==> config.mk <==
export PLATFORM = sky130hd
export DESIGN_NAME = ram_arbiter
export DESIGN_NICKNAME = d
export VERILOG_FILES = /design/src/rtl/ram_arbiter.sv
export SDC_FILE = /design/constraint.sdc
export NUM_CORES = 1
export LEC_CHECK = 0
export CAP_MARGIN = 20
export CORE_MARGIN = 2
export CORE_UTILIZATION = 40
export CTS_CLUSTER_DIAMETER = 60
export DETAILED_ROUTE_END_ITERATION = 12
export HOLD_SLACK_MARGIN = 0.1
export PLACE_DENSITY = 0.88
export SLEW_MARGIN = 10
export SYNTH_ARGS = -nofsm -noshare
export SYNTH_HDL_FRONTEND = slang
export SYNTH_SLANG_ARGS = --single-unit
==> constraint.sdc <==
create_clock -name clk_i -period 2.75 [get_ports clk_i]
set_clock_uncertainty 0.2 [all_clocks]
set_input_delay 0.4125 -clock clk_i [delete_from_list [all_inputs] [get_ports clk_i]]
set_output_delay 0.4125 -clock clk_i [all_outputs]
set_load 0.02 [all_outputs]
==> src/rtl/ram_arbiter.sv <==
// Arbiter for the single-port sram64k: flash loader at boot, then the CPU,
// with a halt/drain handshake that hands single-byte accesses to diagnostics.
module ram_arbiter #(
  parameter int ADDR_W = 16,
  parameter int DATA_W = 8,
  parameter int SETTLE = 4
) (
  input  logic              clk_i,
  input  logic              reset_i,
  input  logic              read_complete_i,
  input  logic [ADDR_W-1:0] flash_addr_i,
  input  logic [DATA_W-1:0] flash_din_i,
  input  logic              flash_cs_i,
  input  logic              flash_we_i,
  input  logic [ADDR_W-1:0] cpu_addr_i,
  input  logic [DATA_W-1:0] cpu_din_i,
  input  logic              cpu_cs_i,
  input  logic              cpu_we_i,
  input  logic              halt_req_i,
  output logic              halt_ack_o,
  input  logic              diag_req_i,
  input  logic [ADDR_W-1:0] diag_addr_i,
  input  logic [DATA_W-1:0] diag_din_i,
  input  logic              diag_we_i,
  output logic              diag_ack_o,
  output logic [DATA_W-1:0] diag_dout_o,
  output logic              rwait_o,
  output logic [ADDR_W-1:0] ram_addr_o,
  output logic [DATA_W-1:0] ram_din_o,
  output logic              ram_cs_o,
  output logic              ram_we_o,
  input  logic [DATA_W-1:0] ram_dout_i
);

  typedef enum logic [2:0] {
    S_LOAD   = 3'd0,
    S_RUN    = 3'd1,
    S_DRAIN  = 3'd2,
    S_HALTED = 3'd3,
    S_ACCESS = 3'd4,
    S_RESP   = 3'd5
  } state_e;

  localparam logic [3:0] SETTLE_LAST = 4'(SETTLE - 1);

  state_e              state_q, state_d;
  logic [3:0]          idle_q, idle_d;
  logic [DATA_W-1:0]   dout_q, dout_d;

  // State, idle counter and captured diagnostics read data.
  always_ff @(posedge clk_i or posedge reset_i) begin
    if (reset_i) begin
      state_q <= S_LOAD;
      idle_q  <= 4'd0;
      dout_q  <= '0;
    end else begin
      state_q <= state_d;
      idle_q  <= idle_d;
      dout_q  <= dout_d;
    end
  end

  // Next state; losing read_complete overrides everything and aborts any access.
  always_comb begin
    state_d = state_q;
    idle_d  = 4'd0;
    if (!read_complete_i) begin
      state_d = S_LOAD;
    end else begin
      case (state_q)
        S_LOAD:   state_d = S_RUN;
        S_RUN: begin
          if (halt_req_i) state_d = S_DRAIN;
          else            state_d = S_RUN;
        end
        S_DRAIN: begin
          if (!halt_req_i) begin
            state_d = S_RUN;
          end else if (cpu_cs_i) begin
            state_d = S_DRAIN;
          end else if (idle_q == SETTLE_LAST) begin
            state_d = S_HALTED;
          end else begin
            state_d = S_DRAIN;
            idle_d  = idle_q + 4'd1;
          end
        end
        S_HALTED: begin
          if (diag_req_i)       state_d = S_ACCESS;
          else if (!halt_req_i) state_d = S_RUN;
          else                  state_d = S_HALTED;
        end
        S_ACCESS: state_d = S_RESP;
        S_RESP: begin
          if (halt_req_i) state_d = S_HALTED;
          else            state_d = S_RUN;
        end
        default:  state_d = S_LOAD;
      endcase
    end
  end

  // Read data arrives from the RAM during RESP; pass it straight through so it
  // is valid alongside diag_ack, and hold it afterwards.
  always_comb begin
    if ((state_q == S_RESP) && !diag_we_i) dout_d = ram_dout_i;
    else                                   dout_d = dout_q;
  end

  // RAM port mux, decoded from the state register only.
  always_comb begin
    ram_addr_o = flash_addr_i;
    ram_din_o  = flash_din_i;
    ram_cs_o   = flash_cs_i;
    ram_we_o   = flash_we_i;
    case (state_q)
      S_LOAD: begin
        ram_addr_o = flash_addr_i;
        ram_din_o  = flash_din_i;
        ram_cs_o   = flash_cs_i;
        ram_we_o   = flash_we_i;
      end
      S_RUN, S_DRAIN: begin
        ram_addr_o = cpu_addr_i;
        ram_din_o  = cpu_din_i;
        ram_cs_o   = cpu_cs_i;
        ram_we_o   = cpu_we_i;
      end
      S_ACCESS: begin
        ram_addr_o = diag_addr_i;
        ram_din_o  = diag_din_i;
        ram_cs_o   = 1'b1;
        ram_we_o   = diag_we_i;
      end
      S_HALTED, S_RESP: begin
        ram_addr_o = diag_addr_i;
        ram_din_o  = diag_din_i;
        ram_cs_o   = 1'b0;
        ram_we_o   = 1'b0;
      end
      default: begin
        ram_addr_o = flash_addr_i;
        ram_din_o  = flash_din_i;
        ram_cs_o   = flash_cs_i;
        ram_we_o   = flash_we_i;
      end
    endcase
  end

  assign rwait_o     = (state_q == S_RUN);
  assign halt_ack_o  = (state_q == S_HALTED) || (state_q == S_ACCESS) || (state_q == S_RESP);
  assign diag_ack_o  = (state_q == S_RESP);
  assign diag_dout_o = dout_d;

endmodule

* After elaboration in Yosys (flattened, before gate mapping) *
Cells that the tools add are included.

storage, ports and cells
  flip-flop bits (word level) = 15

cells by class
  $add $sub $neg = 1
  eq/ne operators = 6
  muxes and demuxes = 18
  reduce and logical (&&, ||, !) cells = 8

operators by type and width
  cell                                                  number
  case mux 16 bit (2 select lines)                      1
  2-to-1 mux 4 bit                                      5
  case mux 3 bit (6 select lines)                       1
  case mux 8 bit (2 select lines)                       1
  2-to-1 mux 8 bit                                      1
  equality test 3 x 2 -> 1 bit (second input constant)  2
  equality test 3 bit (second input constant)           2
  2-to-1 mux 2 bit                                      3
  2-to-1 mux 3 bit                                      2
  case mux 1 bit (3 select lines)                       2
  adder 4 x 1 -> 4 bit (second input constant)          1
  equality test 4 x 2 -> 1 bit (second input constant)  1
  OR reduction 2 bit                                    2
  equality test 3 x 1 -> 1 bit (second input constant)  1
  logical NOT 3 bit                                     1
  OR reduction 3 bit                                    1
  logical OR 1 bit                                      2
  2-to-1 mux 1 bit                                      2
  logical AND 1 bit                                     1
  logical NOT 1 bit                                     1

* Logic depth before layout (Yosys ltp) *
Gate-level depths: netlist (run 1).

  depth in word-level cells = 6
  depth in mapped cells = 6

* Least setup slack after synthesis (run 1) *
OpenSTA, ideal clock, no wires.

  path type = register -> output
  from = register state_q[1]
  to = output ram_din_o[1]
  arrival = 1.542 ns
  required time = 2.138 ns
  slack = 0.595 ns
  stages on the path, launching flop included = 6
  path buffers = 3
  path through = dfrtp_1 -> buf_4 -> buf_12 -> buf_12 -> mux2i_1 -> a222oi_1

on the way
  longest elaborated chain between the ends = 3

RTL lines
  what                                                                              RTL line  text
  start, declared                                                                   46        state_e state_q, state_d;
  start signal, assigned                                                            57        state_q <= state_d;
  equality test 3 bit, or another cell as far along                                 116       case (state_q)
  OR reduction 3 bit (no source line) / OR reduction 2 bit (equally long branches)  --
  case mux 8 bit (2 select lines) (*)                                               116
  end, declared                                                                     29        output logic [DATA_W-1:0] ram_din_o,

Mark *: on every way between the ends. The rest lies on a longest branch, timed or not.

* Final worst setup path (run 1) *
  from = register state_q[1]
  to = output ram_cs_o

on the way
  longest elaborated chain between the ends = 3

RTL lines
  what                                               RTL line  text
  equality test 3 bit, or another cell as far along  116
  OR reduction 2 bit, on equally long branches       --
  case mux 1 bit (3 select lines) (*)                116
  end, declared                                      30        output logic ram_cs_o,

Marks and branches as above.

==> results of run 1 <==
[synth_stat cells]
| cell type | count | area (sq um) |
|---|---|---|
| sky130_fd_sc_hd__buf_2 | 1 | 5.000 |
| sky130_fd_sc_hd__nand2_1 | 2 | 7.510 |
| sky130_fd_sc_hd__a32o_1 | 1 | 10.01 |
| sky130_fd_sc_hd__and2_1 | 1 | 6.260 |
| sky130_fd_sc_hd__nor2_2 | 1 | 6.260 |
| sky130_fd_sc_hd__a22o_1 | 1 | 8.760 |
| sky130_fd_sc_hd__nand3_1 | 1 | 5.000 |
| sky130_fd_sc_hd__ha_1 | 1 | 12.51 |
| sky130_fd_sc_hd__nand4_1 | 1 | 6.260 |
| sky130_fd_sc_hd__dfrtp_1 | 15 | 375.4 |
| sky130_fd_sc_hd__clkbuf_4 | 1 | 7.510 |
| sky130_fd_sc_hd__nor2b_4 | 1 | 13.76 |
| sky130_fd_sc_hd__and3_1 | 2 | 12.51 |
| sky130_fd_sc_hd__mux2_4 | 8 | 120.1 |
| sky130_fd_sc_hd__o22ai_1 | 1 | 6.260 |
| sky130_fd_sc_hd__inv_1 | 3 | 11.26 |
| sky130_fd_sc_hd__a32oi_1 | 1 | 8.760 |
| sky130_fd_sc_hd__a22oi_1 | 2 | 15.01 |
| sky130_fd_sc_hd__xor2_1 | 2 | 17.52 |
| sky130_fd_sc_hd__nand3b_1 | 2 | 15.01 |
| sky130_fd_sc_hd__nor3_1 | 1 | 5.000 |
| sky130_fd_sc_hd__a211oi_1 | 1 | 7.510 |
| sky130_fd_sc_hd__o41ai_1 | 1 | 8.760 |
| sky130_fd_sc_hd__a31oi_1 | 1 | 6.260 |
| sky130_fd_sc_hd__and3b_1 | 2 | 17.52 |
| sky130_fd_sc_hd__mux2i_1 | 73 | 730.7 |
| sky130_fd_sc_hd__buf_4 | 3 | 22.52 |
| sky130_fd_sc_hd__clkbuf_1 | 4 | 15.01 |
| sky130_fd_sc_hd__a222oi_1 | 24 | 240.2 |
| sky130_fd_sc_hd__a21oi_1 | 3 | 15.01 |
| sky130_fd_sc_hd__inv_2 | 1 | 3.750 |
| sky130_fd_sc_hd__o21ai_0 | 1 | 5.000 |
| sky130_fd_sc_hd__buf_6 | 9 | 101.4 |
| sky130_fd_sc_hd__or2_0 | 1 | 6.260 |
| sky130_fd_sc_hd__o21bai_1 | 1 | 7.510 |
| sky130_fd_sc_hd__nor2_1 | 4 | 15.01 |
| sky130_fd_sc_hd__nor2b_1 | 3 | 18.77 |
| sky130_fd_sc_hd__buf_12 | 2 | 40.04 |
[kinds of logic (layout without fill, tap and decap cells)]
logic type               count (synthesis)  after routing  synth area share
AO/OA/AOI/OAI                           38             38            0.1751
flip-flops                              15             15            0.1938
multiplexers                            81             81            0.4393
AND/OR/NAND/NOR                         22             22           0.06977
adder cells (fa/ha/maj)                  1              1          0.006459
buffers and inverters                   24            145            0.1066
XOR/XNOR                                 2              2          0.009046
[worst register-to-register path, delay by kind of cell (launching register included)]
kind,cells,cell delay [ns]
AND/OR/NAND/NOR,2,0.45
flip-flops,1,0.52
buffers and inverters,1,0.14
multiplexers,1,0.31
[worst max-delay path by stage]
stage	start	endpoint	depth (start not counted)
6_report	state_q[1]$_DFF_PP0_	ram_cs_o	5
5_1_grt	state_q[1]$_DFF_PP0_	ram_cs_o	5
4_1_cts	state_q[1]$_DFF_PP0_	ram_addr_o[1]	4
3_5_place_dp	cpu_addr_i[7]	ram_addr_o[7]	4
3_3_place_gp	cpu_addr_i[7]	ram_addr_o[7]	4
2_1_floorplan	state_q[1]$_DFF_PP0_	ram_din_o[1]	5
[per-layer routing]
layer | up-vias | global-route usage | wire, microns
met1 | 959 | 0.2529 | 2315
met2 | 99 | 0.3343 | 2797
li1 | 997 | - | -
met5 | - | 0 | 0
met4 | 0 | 0.04848 | 60
met3 | 6 | 0.06996 | 563
[power by group through the flow]
stage,Sequential (mW),Clock (mW),Combinational (mW)
5_1_grt,0.245,0.186,0.626
4_1_cts,0.243,0.176,0.597
2_1_floorplan,0.240,0,0.324
3_3_place_gp,0.247,0,0.609
6_report,0.243,0.172,0.586
3_5_place_dp,0.247,0,0.618
[area by class of cell]
type,count,area (sq um),share of cell area
well taps,54,67.56,0.02057
multi-input cells,144,1360,0.4141
clock buffers,4,45.04,0.01371
inverters,4,15.01,0.004571
flip-flops and latches,15,379.1,0.1154
repair buffers,137,1418,0.4316
[layout by cell type (no fill, tap or decap), types with 2 or more instances in the layout]
cell,count
sky130_fd_sc_hd__clkdlybuf4s50_1,93
sky130_fd_sc_hd__dfrtp_1,14
sky130_fd_sc_hd__nor2_1,3
sky130_fd_sc_hd__xor2_1,2
sky130_fd_sc_hd__and3_1,2
sky130_fd_sc_hd__nand2_1,2
sky130_fd_sc_hd__buf_4,6
sky130_fd_sc_hd__a22oi_1,2
sky130_fd_sc_hd__a222oi_1,24
sky130_fd_sc_hd__inv_1,3
sky130_fd_sc_hd__and3b_1,2
sky130_fd_sc_hd__nor2b_1,2
sky130_fd_sc_hd__nor2_2,2
sky130_fd_sc_hd__nand3b_1,2
sky130_fd_sc_hd__mux2i_1,73
sky130_fd_sc_hd__buf_12,5
sky130_fd_sc_hd__a21oi_1,3
sky130_fd_sc_hd__dlygate4sd2_1,19
sky130_fd_sc_hd__mux2_4,8
sky130_fd_sc_hd__clkbuf_8,3
sky130_fd_sc_hd__dlymetal6s2s_1,14
[state kept, by name, indices dropped and copies added (netlist names)]
signal   flops
dout_q       8
idle_q       4
state_q      3
[through the flow]
step | util | power [mW] | cells | area, sq um | setup WS, ns
5_1_grt | 0.7000 | 1.056 | 358 | 3284 | 0.008281
2_1_floorplan | - | 0.5641 | 183 | 1937 | 0.5954
4_1_cts | 0.6925 | 1.016 | 358 | 3249 | 0.0006031
6_report | 0.7000 | 1.001 | 358 | 3284 | 0.07165
3_3_place_gp | 0.6816 | 0.8569 | 352 | 3198 | 0.04139
3_5_place_dp | 0.6816 | 0.8648 | 352 | 3198 | 0.01837
[repair_timing]
item                                    CTS  global route
endpoints found under the hold margin     0             0
setup buffers                             2             0
gates resized for setup                  20            14
endpoints found under the setup margin   20            14
==> parameters.txt, run 1 <==
Parameter                              Value

STA
  Tmin final ... 2.678 ns
  Final hold violation count ... 0
  Upper clock frequency limit ... 0.3734 GHz
  Final-report max-slew violation count ... 0
  Total Neg Setup Slack ... 0 ns
  Hold Worst Slack ... 0.2684 ns
  Slew @ Worst Pin ... 0.5348 ns
  Setup repair after global routing missed its margin ... false
  Share of the cycle needed by the critical path after routing ... 0.9739
  Number of setup violations in the final report ... 0
  Worst slew margin ... 0.6431

Power and ir drop
  Power share of the combinational group ... 0.586
  Clock network fraction of design power ... 0.171
  Pint ... 661.7 uW
  Sequential fraction of design power ... 0.243
  Switching share of power ... 0.3390
  Static Leak ... 1.325 nW
  PD cells ... 304.8 nW/um^2
  IR drop worst, VDD ... 167.9 uV
  Total net switching power ... 339.3 uW

Run
  Max-cap violations ... 0

Logic synthesis
  Synthesized instance count ... 183
  Post-Syn Nets ... 274
  Register bit count reported by yosys ... 15
  Area of the mapped netlist ... 1937 sq um
  Distinct cells, synth ... 38
  Part of the Yosys area used for sequential elements ... 0.1938
  Ys Warns ... 0
  Mapped Avg Cell Area ... 10.58 sq um

Clock tree
  TritonCTS sink count ... 15
  Maximum level of the CTS H-tree ... 1
  Register clock-pin slew on the reported worst setup and hold paths ... 0.06 ns
  Post-CTS Hold Fix Bufs ... 0
  Worst skew pair latency ... 0.24 ns
  Clock tree from TritonCTS ... built
  CTS Root Buffer Type ... sky130_fd_sc_hd__clkbuf_8
  TritonCTS buffer count ... 3
  Number of buffers on the longest clock path ... 2

Global route
  Global router's overall resource usage ... 0.2026
  Maximum number of pins on one net before global-route repair ... 30
  Vias in the first global route ... 1958
  First-pass GRT wire length ... 8.818 mm
  Total congestion overflow ... 0
  Number of antenna violations at the first check in global routing ... 0

Setup path
  Reg2reg end ... dout_q[6]$_DFF_PP0_
  Slowest cell on the critical path ... sky130_fd_sc_hd__clkdlybuf4s50_1
  Launch point of the worst reg-to-reg path ... state_q[1]$_DFF_PP0_
  Crit-path leading delay family ... buffers and inverters
  Series of cell instances along the critical path ... buf_12 > xor2_1 > a32o_1 > o21bai_1 > clkdlybuf4s50_1
  Required @ worst endpoint ... 2.14 ns
  Critical Path Source Type ... flip-flop
  R2R cell count ... 4
  Kind of capture point of the worst setup path ... output port
  Arrival @ worst endpoint ... 2.07 ns
  Category of the most critical setup path ... reg -> out
  Critical path buffers and inverters ... 2
  Setup slack on the worst flop-to-flop path ... 1.02 ns
  Delay contributed by the slowest stage of the critical path ... 0.54 ns
  Crit Path Max Fanout ... 29

Floorplan
  Die area ... 5415 sq um
  Placeable core region ... 4692 sq um
  I/O pins ... 127
  Chip height ... 73.59 microns
  Number of rows created at floorplan ... 25
  Initial standard-cell utilization of the core ... 0.4128
  Die width ... 73.59 microns

Route
  Routed wire length per instance ... 16.03 microns
  Detailed Route Iter0 Violations ... 176
  Residual DRC count ... 0
  Post-route antenna net violation count ... 0
  Routed via count ... 2061
  Routed wire length ... 5.737 mm
  TritonRoute pass-1 iters ... 7
  Vias per Instance ... 5.757

Cells and area
  Nets@finish ... 396
  Filler Cells Inserted ... 351
  Share of post-route cells with drive strength above 1 ... 0.09211
  Area added between synthesis and finish ... 69.57%
  N_diodes ... 0

Run status
  Run status ... completed

Min path
  Hold worst-path end ... idle_q[0]$_DFF_PP0_
  Instance count along the most critical hold path ... 1
  Critical hold path startpoint ... idle_q[0]$_DFF_PP0_
  Class of the tightest hold or removal check ... reg -> reg

Placed design
  Global placement routability congestion ... 0.7472
  Number of I/O port buffers ... 126
  DPL Wire Length ... 4.589 mm
No activity file was read; power rests on OpenSTA's default activity.
==> run 2: changes to the inputs <==
--- a/config.mk
+++ b/config.mk
@@ -10,3 +10,3 @@
 export CORE_UTILIZATION = 40
-export CTS_CLUSTER_DIAMETER = 60
+export CTS_CLUSTER_DIAMETER = 100
 export DETAILED_ROUTE_END_ITERATION = 12
==> constraint.sdc (replaced) <==
create_clock -name clk_i -period 2.75 [get_ports clk_i]
set_clock_uncertainty 0.2 [all_clocks]
set_input_delay 0.55 -clock clk_i [delete_from_list [all_inputs] [get_ports clk_i]]
set_output_delay 0.55 -clock clk_i [all_outputs]
set_load 0.02 [all_outputs]
==> parameters.txt, run 2 (same netlist as run 1, synthesis figures left out) <==
Parameter                              Value

STA
  Setup repair after global routing missed its margin ... false
  Upper clock frequency limit ... 0.3715 GHz (-0.50%)
  Final-report max-slew violation count ... 0 (unchanged)
  Share of the cycle needed by the critical path after routing ... 0.9788 (+0.004883)
  Total Neg Setup Slack ... 0 ns (unchanged)
  Slew @ Worst Pin ... 0.5515 ns (+0.01669 ns)
  Final hold violation count ... 0 (unchanged)
  Number of setup violations in the final report ... 0 (unchanged)
  Tmin final ... 2.692 ns (+0.01343 ns)
  Worst slew margin ... 0.6320 (-0.01114)

Route
  Routed wire length per instance ... 16.23 microns (+1.3%)
  Vias per Instance ... 5.773 (+0.28%)
  Post-route antenna net violation count ... 0 (unchanged)
  Residual DRC count ... 0 (unchanged)
  Routed via count ... 2084 (+1.1%)
  Routed wire length ... 5.860 mm (+2.1%)
  TritonRoute pass-1 iters ... 7 (unchanged)
  Detailed Route Iter0 Violations ... 135 (-23%)

Clock tree
  Buffers inserted by post-CTS timing repair ... 0 (-2)
  Number of buffers on the longest clock path ... 2 (unchanged)
  TritonCTS buffer count ... 3 (unchanged)
  Worst skew pair latency ... 0.24 ns (about the same)
  Resize count post-CTS ... 35 (+75%)
  CTS Root Buffer Type ... sky130_fd_sc_hd__clkbuf_8
  Maximum level of the CTS H-tree ... 1 (unchanged)
  Register clock-pin slew on the reported worst setup and hold paths ... 0.05 ns (about the same)
  Post-CTS Hold Fix Bufs ... 0 (unchanged)
  Clock tree from TritonCTS ... built
  TritonCTS sink count ... 15 (unchanged)

Setup path
  Category of the most critical setup path ... in -> out
  Reg2reg end ... dout_q[2]$_DFF_PP0_
  Critical path buffers and inverters ... 2 (unchanged)
  Delay contributed by the slowest stage of the critical path ... 0.48 ns (-0.06 ns)
  Worst setup path end ... ram_addr_o[7]
  Arrival @ worst endpoint ... 1.94 ns (-0.13 ns)
  Critical Path Source Type ... input port
  Setup slack on the worst flop-to-flop path ... 1.03 ns (about the same)
  Launch point of the worst reg-to-reg path ... state_q[1]$_DFF_PP0_
  Required @ worst endpoint ... 2.00 ns (-0.14 ns)
  R2R cell count ... 4 (unchanged)
  Crit Path Max Fanout ... 2 (-93%)
  Startpoint of the worst setup timing path ... cpu_addr_i[7]
  Kind of capture point of the worst setup path ... output port
  Slowest cell on the critical path ... sky130_fd_sc_hd__clkdlybuf4s50_1
  Series of cell instances along the critical path ... clkdlybuf4s50_1 > mux2i_1 > a222oi_1 > dlygate4sd2_1
  Crit-path leading delay family ... buffers and inverters
  Instance count on the critical path ... 4 (-1)

Cells and area
  Most common cell after layout, fill and taps aside ... sky130_fd_sc_hd__clkdlybuf4s50_1
  Nets@finish ... 399 (+0.76%)
  Share of post-route cells with drive strength above 1 ... 0.1042 (+0.01213)
  Biggest register ... dout_q
  Number of non-filler instances in the completed layout ... 361 (+0.84%)
  Area added between synthesis and finish ... 68.54%
  Top library cells by usage in the layout, fill and taps aside ... sky130_fd_sc_hd__clkdlybuf4s50_1, sky130_fd_sc_hd__mux2i_1, sky130_fd_sc_hd__dlygate4sd2_1, sky130_fd_sc_hd__a222oi_1, sky130_fd_sc_hd__dfrtp_1
  Biggest regs ... dout_q (8), idle_q (4), state_q (3)
  Post-route cell area ... 3264 sq um (-0.61%)
  N_diodes ... 0 (unchanged)
  Max FFs per register ... 8 (unchanged)

Global route
  Total congestion overflow ... 0 (unchanged)
  Global router's overall resource usage ... 0.2114 (+0.008854)
  Vias in the first global route ... 2070 (+5.7%)
  Maximum number of pins on one net before global-route repair ... 33 (+10%)
  Number of antenna violations at the first check in global routing ... 0 (unchanged)
  First-pass GRT wire length ... 9.211 mm (+4.5%)

Power and ir drop
  Design Power ... 995.8 uW (-0.52%)
  Static Leak ... 1.214 nW (-8.3%)
  IR drop worst, VDD ... 179.4 uV (+6.9%)
  PD cells ... 305.1 nW/um^2 (about the same)

Min path
  Class of the tightest hold or removal check ... reg -> reg

Placed design
  DPL Wire Length ... 4.649 mm (+1.3%)
  Placed Instance Area ... 3248 sq um (+1.6%)
  Number of I/O port buffers ... 126 (unchanged)
  Global placement routability congestion ... 0.7326 (-2.0%)
  Cells after DPL ... 357 (+1.4%)

Floorplan
  Die area ... 5415 sq um (unchanged)
  Die width ... 73.59 microns (unchanged)
  Number of rows created at floorplan ... 25 (unchanged)
  Initial standard-cell utilization of the core ... 0.4128 (unchanged)
  I/O pins ... 127 (unchanged)
  Placeable core region ... 4692 sq um (unchanged)
  Chip height ... 73.59 microns (unchanged)

Run status
  Run status ... completed

Run
  Max-cap violations ... 0 (unchanged)
-- run 2: cell count changes in the layout (fill, tap and decap cells not counted) --
cell | before | now
sky130_fd_sc_hd__and3b_1 | 2 | 1
sky130_fd_sc_hd__dlygate4sd2_1 | 19 | 26
sky130_fd_sc_hd__buf_4 | 6 | 9
sky130_fd_sc_hd__dlymetal6s2s_1 | 14 | 0
sky130_fd_sc_hd__and3b_2 | 0 | 1
sky130_fd_sc_hd__clkdlybuf4s50_1 | 93 | 92
sky130_fd_sc_hd__clkdlybuf4s15_1 | 0 | 8
-- run 2: how the worst min path moves through the flow --
stage / start / endpoint / cells past startpoint
global placement: idle_q[0]$_DFF_PP0_ / idle_q[0]$_DFF_PP0_ / 1
finish: idle_q[0]$_DFF_PP0_ / idle_q[0]$_DFF_PP0_ / 1
CTS: idle_q[0]$_DFF_PP0_ / idle_q[0]$_DFF_PP0_ / 1
detailed placement: idle_q[0]$_DFF_PP0_ / idle_q[0]$_DFF_PP0_ / 1
floorplan: idle_q[0]$_DFF_PP0_ / idle_q[0]$_DFF_PP0_ / 1
global route: dout_q[3]$_DFF_PP0_ / dout_q[3]$_DFF_PP0_ / 1
-- run 2: power by group --
group	total [mW]	switching, mW	internal, mW
sequential	0.242	0.00798	0.234
combinational	0.581	0.266	0.316
clock	0.173	0.0703	0.102
total	0.996	0.344	0.652
-- run 2: final cells by class --
| class | count | area [sq um] |
|---|---|---|
| inverter | 4 | 15.01 |
| tap | 54 | 67.56 |
| fill | 362 | 1428 |
| multi-input combinational | 144 | 1361 |
| clock buffer | 4 | 45.04 |
| timing repair buffer | 140 | 1396 |
| sequential | 15 | 379.1 |
-- run 2: routing by layer --
layer	track usage	up-vias	share of wire
met2	0.3651	87	0.49
met4	0.05253	0	0.0056
met3	0.07682	6	0.095
met1	0.2473	990	0.41
met5	0	-	0
li1	-	1001	-
-- run 2: worst reg2reg max path, cell delays in order (launching register included) --
cell and delay, ns:
sky130_fd_sc_hd__dfrtp_4 0.53, sky130_fd_sc_hd__and3b_2 0.27, sky130_fd_sc_hd__nor2b_4 0.16, sky130_fd_sc_hd__buf_12 0.14
sky130_fd_sc_hd__mux2_4 0.31
-- run 2: stage by stage --
step | setup WS [ns] | utilization | hold slack [ns]
finish | 0.05822 | 0.6957 | 0.2871
global route | 0.008898 | 0.6957 | 0.3030
CTS | 0.01721 | 0.6933 | 0.2887
detailed placement | -0.2666 | 0.6923 | 0.2741
global placement | -0.2428 | 0.6923 | 0.2545
floorplan | 0.4579 | - | 0.2337
